`src/rtl/bean_tracker_if.sv`:
```
// Bus between the game-logic driver and the bean tracker: player/ghost positions in,
// bean grid, score and end-of-game status out.
interface bean_tracker_if;
  logic          start;
  logic          tick;
  logic [9:0]    pac_x;
  logic [8:0]    pac_y;
  logic [9:0]    ghost_x [4];
  logic [8:0]    ghost_y [4];
  logic [1199:0] beanmap;
  logic [15:0]   score;
  logic [10:0]   beans_left;
  logic          eat;
  logic          over;
  logic          win;

  modport master (
    output start, tick, pac_x, pac_y, ghost_x, ghost_y,
    input  beanmap, score, beans_left, eat, over, win
  );

  modport slave (
    input  start, tick, pac_x, pac_y, ghost_x, ghost_y,
    output beanmap, score, beans_left, eat, over, win
  );
endinterface

```
`src/rtl/bean_tracker.sv`:
```
// Owns the 40x30 bean grid and game-end state: counts beans on level load, clears the
// bean under Pac-Man's centre each tick, tracks score and detects ghost contact.
module bean_tracker #(
  parameter logic [1199:0] INIT_MAP  = {30{1'b0, {38{1'b1}}, 1'b0}},
  parameter int            BEAN_PTS  = 10,
  parameter int            COLL_DIST = 24
) (
  input  logic          clk,
  input  logic          rst,
  bean_tracker_if.slave bus
);

  localparam logic [10:0] LAST_IDX = 11'd1199;
  localparam logic [9:0]  COLL_W   = 10'(COLL_DIST);
  localparam logic [16:0] PTS_W    = 17'(BEAN_PTS);

  typedef enum logic [2:0] {
    IDLE = 3'd0,
    LOAD = 3'd1,
    PLAY = 3'd2,
    WIN  = 3'd3,
    DEAD = 3'd4
  } state_t;

  // Unsigned distance test on one axis; y coordinates are zero-extended by the caller.
  function automatic logic near(input logic [9:0] a, input logic [9:0] b);
    logic [9:0] d;
    d = (a >= b) ? (a - b) : (b - a);
    return d < COLL_W;
  endfunction

  state_t        state_r;
  logic [1199:0] beanmap_r;
  logic [15:0]   score_r;
  logic [10:0]   beans_left_r;
  logic [10:0]   scan_cnt_r;
  logic          eat_r;
  logic          over_r;
  logic          win_r;

  logic [6:0]    col_s;
  logic [5:0]    row_s;
  logic [10:0]   idx_s;
  logic          valid_s;
  logic          bean_here_s;
  logic          ghost_hit_s;
  logic [16:0]   sum_s;
  logic [15:0]   score_inc_s;
  logic [10:0]   load_sum_s;

  // Tile under the sprite centre (sprite is 32x32, so centre = top-left + 16).
  assign col_s       = 7'(({1'b0, bus.pac_x} + 11'd16) >> 4);
  assign row_s       = 6'(({1'b0, bus.pac_y} + 10'd16) >> 4);
  assign idx_s       = ({5'd0, row_s} * 11'd40) + {4'd0, col_s};
  assign valid_s     = (col_s < 7'd40) && (row_s < 6'd30);
  assign bean_here_s = valid_s && beanmap_r[valid_s ? idx_s : 11'd0];
  assign sum_s       = {1'b0, score_r} + PTS_W;
  assign score_inc_s = sum_s[16] ? 16'hFFFF : sum_s[15:0];
  assign load_sum_s  = beans_left_r + {10'd0, INIT_MAP[scan_cnt_r]};

  // Any of the four ghosts overlapping Pac-Man on both axes.
  always_comb begin
    ghost_hit_s = 1'b0;
    for (int g = 0; g < 4; g++) begin
      ghost_hit_s = ghost_hit_s |
                    (near(bus.pac_x, bus.ghost_x[g]) &
                     near({1'b0, bus.pac_y}, {1'b0, bus.ghost_y[g]}));
    end
  end

  // Game state machine together with the grid, score and status registers.
  always_ff @(posedge clk or posedge rst) begin
    if (rst) begin
      state_r      <= IDLE;
      beanmap_r    <= INIT_MAP;
      score_r      <= 16'd0;
      beans_left_r <= 11'd0;
      scan_cnt_r   <= 11'd0;
      eat_r        <= 1'b0;
      over_r       <= 1'b0;
      win_r        <= 1'b0;
    end else begin
      eat_r <= 1'b0;
      if (bus.start) begin
        state_r      <= LOAD;
        beanmap_r    <= INIT_MAP;
        score_r      <= 16'd0;
        beans_left_r <= 11'd0;
        scan_cnt_r   <= 11'd0;
        over_r       <= 1'b0;
        win_r        <= 1'b0;
      end else begin
        case (state_r)
          IDLE: state_r <= IDLE;
          LOAD: begin
            beans_left_r <= load_sum_s;
            if (scan_cnt_r == LAST_IDX) begin
              // An empty layout is an immediate win.
              if (load_sum_s == 11'd0) begin
                state_r <= WIN;
                over_r  <= 1'b1;
                win_r   <= 1'b1;
              end else begin
                state_r <= PLAY;
              end
            end else begin
              scan_cnt_r <= scan_cnt_r + 11'd1;
            end
          end
          PLAY: begin
            if (bus.tick) begin
              // Ghost contact wins over eating: the bean stays on a fatal tick.
              if (ghost_hit_s) begin
                state_r <= DEAD;
                over_r  <= 1'b1;
              end else if (bean_here_s) begin
                beanmap_r[idx_s] <= 1'b0;
                score_r          <= score_inc_s;
                eat_r            <= 1'b1;
                if (beans_left_r != 11'd0) begin
                  beans_left_r <= beans_left_r - 11'd1;
                end
                if (beans_left_r == 11'd1) begin
                  state_r <= WIN;
                  over_r  <= 1'b1;
                  win_r   <= 1'b1;
                end
              end
            end
          end
          WIN:  state_r <= WIN;
          DEAD: state_r <= DEAD;
          default: begin
            state_r <= IDLE;
            over_r  <= 1'b0;
            win_r   <= 1'b0;
          end
        endcase
      end
    end
  end

  assign bus.beanmap    = beanmap_r;
  assign bus.score      = score_r;
  assign bus.beans_left = beans_left_r;
  assign bus.eat        = eat_r;
  assign bus.over       = over_r;
  assign bus.win        = win_r;

endmodule
```
`src/flat_wrapper.sv`:
```
// flat-port wrapper written by rule: the top's interface ports become plain ports
module bean_tracker_flat 
#(
  parameter logic [1199:0] INIT_MAP  = {30{1'b0, {38{1'b1}}, 1'b0}},
  parameter int            BEAN_PTS  = 10,
  parameter int            COLL_DIST = 24
)
  (clk, rst, bus_start, bus_tick, bus_pac_x, bus_pac_y, bus_ghost_x, bus_ghost_y, bus_beanmap, bus_score, bus_beans_left, bus_eat, bus_over, bus_win);
  bean_tracker_if bus_i ();
  input  logic clk;
  input  logic rst;
  input wire logic [$bits(bus_i.start)-1:0] bus_start;
  input wire logic [$bits(bus_i.tick)-1:0] bus_tick;
  input wire logic [$bits(bus_i.pac_x)-1:0] bus_pac_x;
  input wire logic [$bits(bus_i.pac_y)-1:0] bus_pac_y;
  input wire logic [$bits(bus_i.ghost_x)-1:0] bus_ghost_x;
  input wire logic [$bits(bus_i.ghost_y)-1:0] bus_ghost_y;
  output wire logic [$bits(bus_i.beanmap)-1:0] bus_beanmap;
  output wire logic [$bits(bus_i.score)-1:0] bus_score;
  output wire logic [$bits(bus_i.beans_left)-1:0] bus_beans_left;
  output wire logic [$bits(bus_i.eat)-1:0] bus_eat;
  output wire logic [$bits(bus_i.over)-1:0] bus_over;
  output wire logic [$bits(bus_i.win)-1:0] bus_win;
  assign bus_i.start = bus_start;
  assign bus_i.tick = bus_tick;
  assign bus_i.pac_x = bus_pac_x;
  assign bus_i.pac_y = bus_pac_y;
  assign bus_i.ghost_x = {>>{bus_ghost_x}};
  assign bus_i.ghost_y = {>>{bus_ghost_y}};
  assign bus_beanmap = bus_i.beanmap;
  assign bus_score = bus_i.score;
  assign bus_beans_left = bus_i.beans_left;
  assign bus_eat = bus_i.eat;
  assign bus_over = bus_i.over;
  assign bus_win = bus_i.win;
  bean_tracker #(.INIT_MAP(INIT_MAP), .BEAN_PTS(BEAN_PTS), .COLL_DIST(COLL_DIST)) u_core (.clk(clk), .rst(rst), .bus(bus_i));
endmodule
```
`config.mk`:
```
export PLATFORM = sky130hd
export DESIGN_NAME = bean_tracker_flat
export DESIGN_NICKNAME = d
export VERILOG_FILES = /design/src/rtl/bean_tracker_if.sv /design/src/rtl/bean_tracker.sv /design/src/flat_wrapper.sv
export SDC_FILE = /design/constraint.sdc
export NUM_CORES = 2
export LEC_CHECK = 0
export CAP_MARGIN = 20
export CELL_PAD_IN_SITES_DETAIL_PLACEMENT = 0
export CELL_PAD_IN_SITES_GLOBAL_PLACEMENT = 2
export CORE_AREA = 2 2 513 515
export CTS_CLUSTER_SIZE = 8
export DETAILED_ROUTE_END_ITERATION = 10
export DIE_AREA = 0 0 515 517
export GPL_TIMING_DRIVEN = 0
export PLACE_DENSITY_LB_ADDON = 0.1
export SYNTH_ARGS = -nofsm -noshare
export SYNTH_HDL_FRONTEND = slang
export SYNTH_SLANG_ARGS = --single-unit
```
`constraint.sdc`:
```
create_clock -name clk -period 75.2 [get_ports clk]
set_clock_uncertainty 0.15 [all_clocks]
set_input_delay 11.28 -clock clk [delete_from_list [all_inputs] [get_ports clk]]
set_output_delay 11.28 -clock clk [all_outputs]
set_load 0.02 [all_outputs]
```
-- Yosys cells after proc, flatten, opt, wreduce, memory -nomap -nowiden
Memory sizes are Yosys's and may differ from the RTL's.
Cells that the tools add are included.
- register bits after elaboration: 1244
- latch bits: 0
- RAM bits: 0
- bits in read-only memories: 2048
- bits of input ports: 99
- output and inout port bits: 1230
- logic and storage cells: 159
- memories kept: 1
- add/subtract/negate cells: 23
- multiply operators: 1
- div/mod/pow operators: 0
- magnitude comparators: 22
- equal/unequal tests: 18
- shifts and indexed selects: 0
- muxes and demuxes: 59
- bitwise operators: 9
- reductions and logical operators: 18
- memories (memory ; depth ; width ; read ports ; clocked after Yosys merged registers in ; wr ports ; line ; RTL):
    (name not given) ; 2048 ; 1 ; 1 ; 0 ; 0 ; bean_tracker.sv:59 ; assign load_sum_s = beans_left_r + {10'd0, INIT_MAP[scan_cnt_r]};
- operators with widths (kind ; number):
    2-to-1 mux 1200 bit ; 5
    AND 1200 bit ; 1
    NOT 1200 bit ; 1
    2-to-1 mux 11 bit ; 9
    2-to-1 mux 16 bit ; 6
    < comparator 10 x 5 -> 1 bit (second input constant) ; 8
    2-to-1 mux 10 bit ; 8
    subtractor 10 bit ; 8
    subtractor 9 x 9 -> 10 bit ; 8
    >= comparator 10 bit ; 4
    >= comparator 9 bit ; 4
    < comparator 11 x 12 -> 1 bit (second input constant) ; 3
    case mux 11 bit (2 select lines) ; 1
    2-to-1 mux 1 bit ; 19
    2-to-1 mux 3 bit ; 6
    adder 16 x 4 -> 17 bit (second input constant) ; 1
    inequality test 3 x 2 -> 1 bit (second input constant) ; 5
    case mux 3 bit (4 select lines) ; 1
    adder 10 x 5 -> 11 bit (second input constant) ; 1
    adder 11 x 1 -> 11 bit ; 1
    adder 11 x 1 -> 11 bit (second input constant) ; 1
    adder 11 x 7 -> 11 bit ; 1
    binary-select mux 1 bit (select 11 bit) ; 1
    demux 1 bit (select 11 bit) ; 1
    30 further kinds ; 46

-- Depth between registers and ports, before layout
- depth in word-level cells: 14
- depth in mapped cells: 27
- gate-level depth less buffers: 27

-- Least setup slack after synthesis
No wires, ideal clock.
- kind: in2reg
- start point: in bus_pac_x[4]
- end point: reg u_core.beanmap_r[117] (netlist: u_core.bus.beanmap[117])
- library setup time: 0.085 ns
- arrival: 16.247 ns
- data required time: 74.965 ns
- slack: 58.718 ns
- cell stages on the path: 26
- buffers on the path: 14
- cell sequence: buf_2 -> inv_1 -> buf_6 -> buf_6 -> buf_4 -> buf_6 -> buf_2 -> buf_2 -> ha_1 -> clkbuf_1 -> inv_1 -> clkbuf_1 -> clkbuf_1 -> clkbuf_1 -> a21oi_1 -> o2bb2ai_1 -> o221ai_1 -> o221ai_1 -> nand3b_1 -> a2111o_1 -> nor4b_4 -> and4_1 -> buf_4 -> buf_8 -> buf_4 -> a21oi_1
- longest elaborated chain between the ends: 13
- elaborated cells on any way between the ends: 50
- RTL lines (element ; line ; RTL):
    from (decl) ; flat_wrapper.sv:14 ; input wire logic [$bits(bus_i.pac_x)-1:0] bus_pac_x;
    adder 10 x 5 -> 11 bit ; bean_tracker.sv:52 ; assign col_s = 7'(({1'b0, bus.pac_x} + 11'd16) >> 4);
    adder 11 x 7 -> 11 bit ; bean_tracker.sv:54 ; assign idx_s = ({5'd0, row_s} * 11'd40) + {4'd0, col_s};
    < comparator 11 x 12 -> 1 bit (implied by the code) / >= comparator 11 x 1 -> 1 bit (equally long branches) ; bean_tracker.sv:117 ; beanmap_r[idx_s] <= 1'b0;
    logical AND 1 bit (implied by the code) ; bean_tracker.sv:117 ;
    2-to-1 mux 1 bit (implied by the code) ; bean_tracker.sv:117 ;
    demux 1 bit (select 11 bit) ; n/a ;
    NOT 1200 bit (no line) ; n/a ;
    AND 1200 bit (no line) ; n/a ;
    2-to-1 mux 1200 bit ; bean_tracker.sv:116 ; end else if (bean_here_s) begin
    2-to-1 mux 1200 bit ; bean_tracker.sv:113 ; if (ghost_hit_s) begin
    2-to-1 mux 1200 bit ; bean_tracker.sv:111 ; if (bus.tick) begin
    2-to-1 mux 1200 bit ; bean_tracker.sv:93 ; case (state_r)
    2-to-1 mux 1200 bit ; bean_tracker.sv:84 ; if (bus.start) begin
    to (signal assigned) ; bean_tracker.sv:75 ; beanmap_r <= INIT_MAP;
    to (signal assigned) ; bean_tracker.sv:86 ; beanmap_r <= INIT_MAP;
    to (signal, indexed assignment) ; bean_tracker.sv:117 ;
    to (decl) ; bean_tracker.sv:33 ; logic [1199:0] beanmap_r;
Parallel ways exist; a longest one is shown, timed or not. The select of a mux whose other input is x is not followed.
A chain may end at the register's enable or synchronous reset.

-- Final worst setup path
- start point: in bus_pac_x[4]
- end point: reg u_core.beanmap_r[476] (netlist: u_core.bus.beanmap[476])
Same word-level chain as after synthesis.

==> metrics.txt <==
status finished, final reports clean; Achievable Freq 0.04062 GHz; Synth Net Count 7619; CTS Buf Count 177; DRT Wirelength 580700 um; Worst Max-Slew Pin Slew 1.325 ns; CP max-delay cell o2111ai_1; Pwr Density 21.42 nW/um2; Netlist cell types 94; DP Worst Slack 50.68 ns; total track usage 0.4209; # rows 188; vias in the first global route 70660; CP Max Fanout 15; core area 261100 um2; Post-Syn Area 67710 um2; CTS sink cnt 1244; Design Area, Final 92860 um2; Setup violations, final 0; Startpoint Class input port; final std cells w/o fill 12510; number of synthesized register bits 1244; antenna viol nets, final 0; sequential share of power 0.340; Worst-path clk slew 0.06 ns; critical path data required time 75.81 ns; placed cells 12200; Initial Util 0.2593; Worst Hold Class reg2reg; crit path DAT 25.23 ns; clock share of power 0.395; fin util 0.3557; final hold viol count 0; delay-heaviest family, CP buffers and inverters; Worst VDD drop 0.03016 mV; Tot Pwr 1.990 mW; vias per inst 6.055; Internal Power 1.226 mW; Die ar. 266300 um2; # hold bufs at CTS 0; first-pass GRT wire length 738100 um; worst rel slew slack 0.1139; CTS Root Cell clkbuf_16; GP Congestion 0.9710; post-route minimum period 24.62 ns; number of flops mapped to enable cells by yosys 0; WL/cell 46.41 um; Initial DRC Count 10810; fraction of registers with async set/reset 1.000; Leak 35.52 nW; post-cts resize count 0; Layout Area Growth over Synthesis 37.15%; slowest stage delay, CP 1.00 ns; largest net degree at the start of global routing 117; clock latency on the worst-skew pair 0.91 ns; hold slack 0.3459 ns; I/O pin cnt 1329; Mapped Cells 7345; first-pass iteration count of the detailed router 6; layout cells sized above 1 0.2237; fin worst setup slack 50.58 ns; die height 517 um; RSZ-0062 raised after global routing no; CTS tree built; setup bufs post-CTS 0; vias 75760; Pins Over Slew Limit 0; register area share after synthesis 0.4808; worst path bufs/invs 18; maxcap violations 0; Worst path most repeated cell buf_2; initial antenna violation count 81; setup_tns 0 ns; Combinational Power Share 0.265; Switching Power 763.8 uW; grt ovf 0; Remaining DRCs 0; critical path capture point type flop; most common flop cell mapped by yosys dfstp_2; dpl cell area 87700 um2; Layout Nets 9236; H-tree levels 4; CP Class in2reg; IO buf count 1327; final worst-path cycle share 0.3273; switching part of the total power 0.3839; dpl hpwl 436300 um; die width 515 um; Ys Warns 0; synthesized area per cell 9.219 um2; clock buffer depth 3
## cell families after synthesis
| kind of cell | after synthesis | share of synthesized area |
|---|---|---|
| DFF | 1244 | 0.4808 |
| AOI/OAI and AO/OA | 2102 | 0.1809 |
| buffers and inverters | 753 | 0.05704 |
| and+or+nand+nor | 2682 | 0.1665 |
| adders and majority gates | 175 | 0.03256 |
| muxes | 316 | 0.07247 |
| xor gates and xnor gates | 73 | 0.009664 |
## placed cells by master, fill, tap and decap left out, types with 33 or more instances in the layout
cell type,netlist,routed
nand3_1,83,83
o21ai_0,139,139
nor3_1,297,290
clkdlybuf4s50_1,0,1327
and3_1,33,33
nor2b_1,38,38
nand2_1,457,456
clkbuf_2,0,87
clkbuf_16,0,178
buf_6,68,83
buf_8,4,35
buf_2,75,84
inv_1,145,144
mux4_2,136,136
nor2_1,1600,1585
clkbuf_1,342,327
buf_16,0,41
o22ai_1,39,39
a2111oi_0,33,33
mux2i_1,146,146
diode_2,0,45
dfstp_2,1140,1140
a31oi_1,128,128
buf_4,103,108
a21oi_1,1342,1342
ha_1,173,173
a211oi_1,54,54
dfrtp_1,104,104
a21o_1,39,39
mux2_2,34,34
## cells in the mapped netlist, drive strengths merged (104+ instances only)
cell type	count	share of area
dfstp	1140	0.44
a21oi	1343	0.099
ha	173	0.032
dfrtp	104	0.038
nor3	298	0.022
clkbuf	342	0.019
mux4	136	0.045
nor2	1603	0.089
mux2i	146	0.022
buf	265	0.030
inv	145	0.0080
o21ai	146	0.011
a31oi	128	0.012
nand2	459	0.026
## power groups by stage
stage / Clock, mW / Sequential (mW) / Combinational (mW)
finish: 0.786 / 0.677 / 0.526
global route: 0.810 / 0.677 / 0.514
CTS: 0.785 / 0.677 / 0.497
detailed placement: 0 / 0.686 / 0.495
global placement: 0 / 0.681 / 0.458
floorplan: 0 / 0.683 / 0.187
## flip-flops by register name (all words and copies together), names as in the netlist
name	count
u_core.bus.eat	1
u_core.scan_cnt_r	11
u_core.bus.beanmap	1200
u_core.state_r	3
u_core.bus.win	1
u_core.bus.score	16
u_core.bus.beans_left	11
u_core.bus.over	1
## worst min-delay path, stage by stage, from the launching register on
cell and delay [ns]:
dfstp_2 0.37, nor2_1 0.08, a21oi_1 0.04
## worst paths after layout
path,cells past startpoint,endpoint,slack [ns],start
min reg2reg,2,u_core.bus.beanmap[85]$_DFFE_PP1P_,0.35,u_core.bus.beanmap[85]$_DFFE_PP1P_
max,28,u_core.bus.beanmap[476]$_DFFE_PP1P_,50.58,bus_pac_x[4]
max reg2reg,15,u_core.bus.beanmap[476]$_DFFE_PP1P_,69.09,u_core.bus.beanmap[267]$_DFFE_PP1P_
min,2,u_core.bus.beanmap[85]$_DFFE_PP1P_,0.35,u_core.bus.beanmap[85]$_DFFE_PP1P_
min in group asynchronous,2,u_core.bus.beanmap[399]$_DFFE_PP0P_,10.78,rst
max in group asynchronous,6,u_core.bus.beanmap[1062]$_DFFE_PP1P_,61.52,rst
## cell type report
class,instances,area (um2)
flip-flops and latches,1244,32560
diodes,45,112.6
repair buffers,1438,15400
inverters,146,555.5
multi-input cells,5348,31490
plain buffers,607,3430
clock buffers,251,4758
fillers,26860,168200
well taps,3420,4279
clock inverters,14,281.5
## routing by layer
| layer | global-route usage | vias up | part of all wire |
|---|---|---|---|
| met3 | 0.1381 | 1438 | 0.11 |
| met5 | 0 | - | 0.00032 |
| met2 | 0.6220 | 5656 | 0.43 |
| met1 | 0.5204 | 39420 | 0.38 |
| li1 | - | 29220 | - |
| met4 | 0.2833 | 26 | 0.079 |
(Power assumes the default switching activity.)
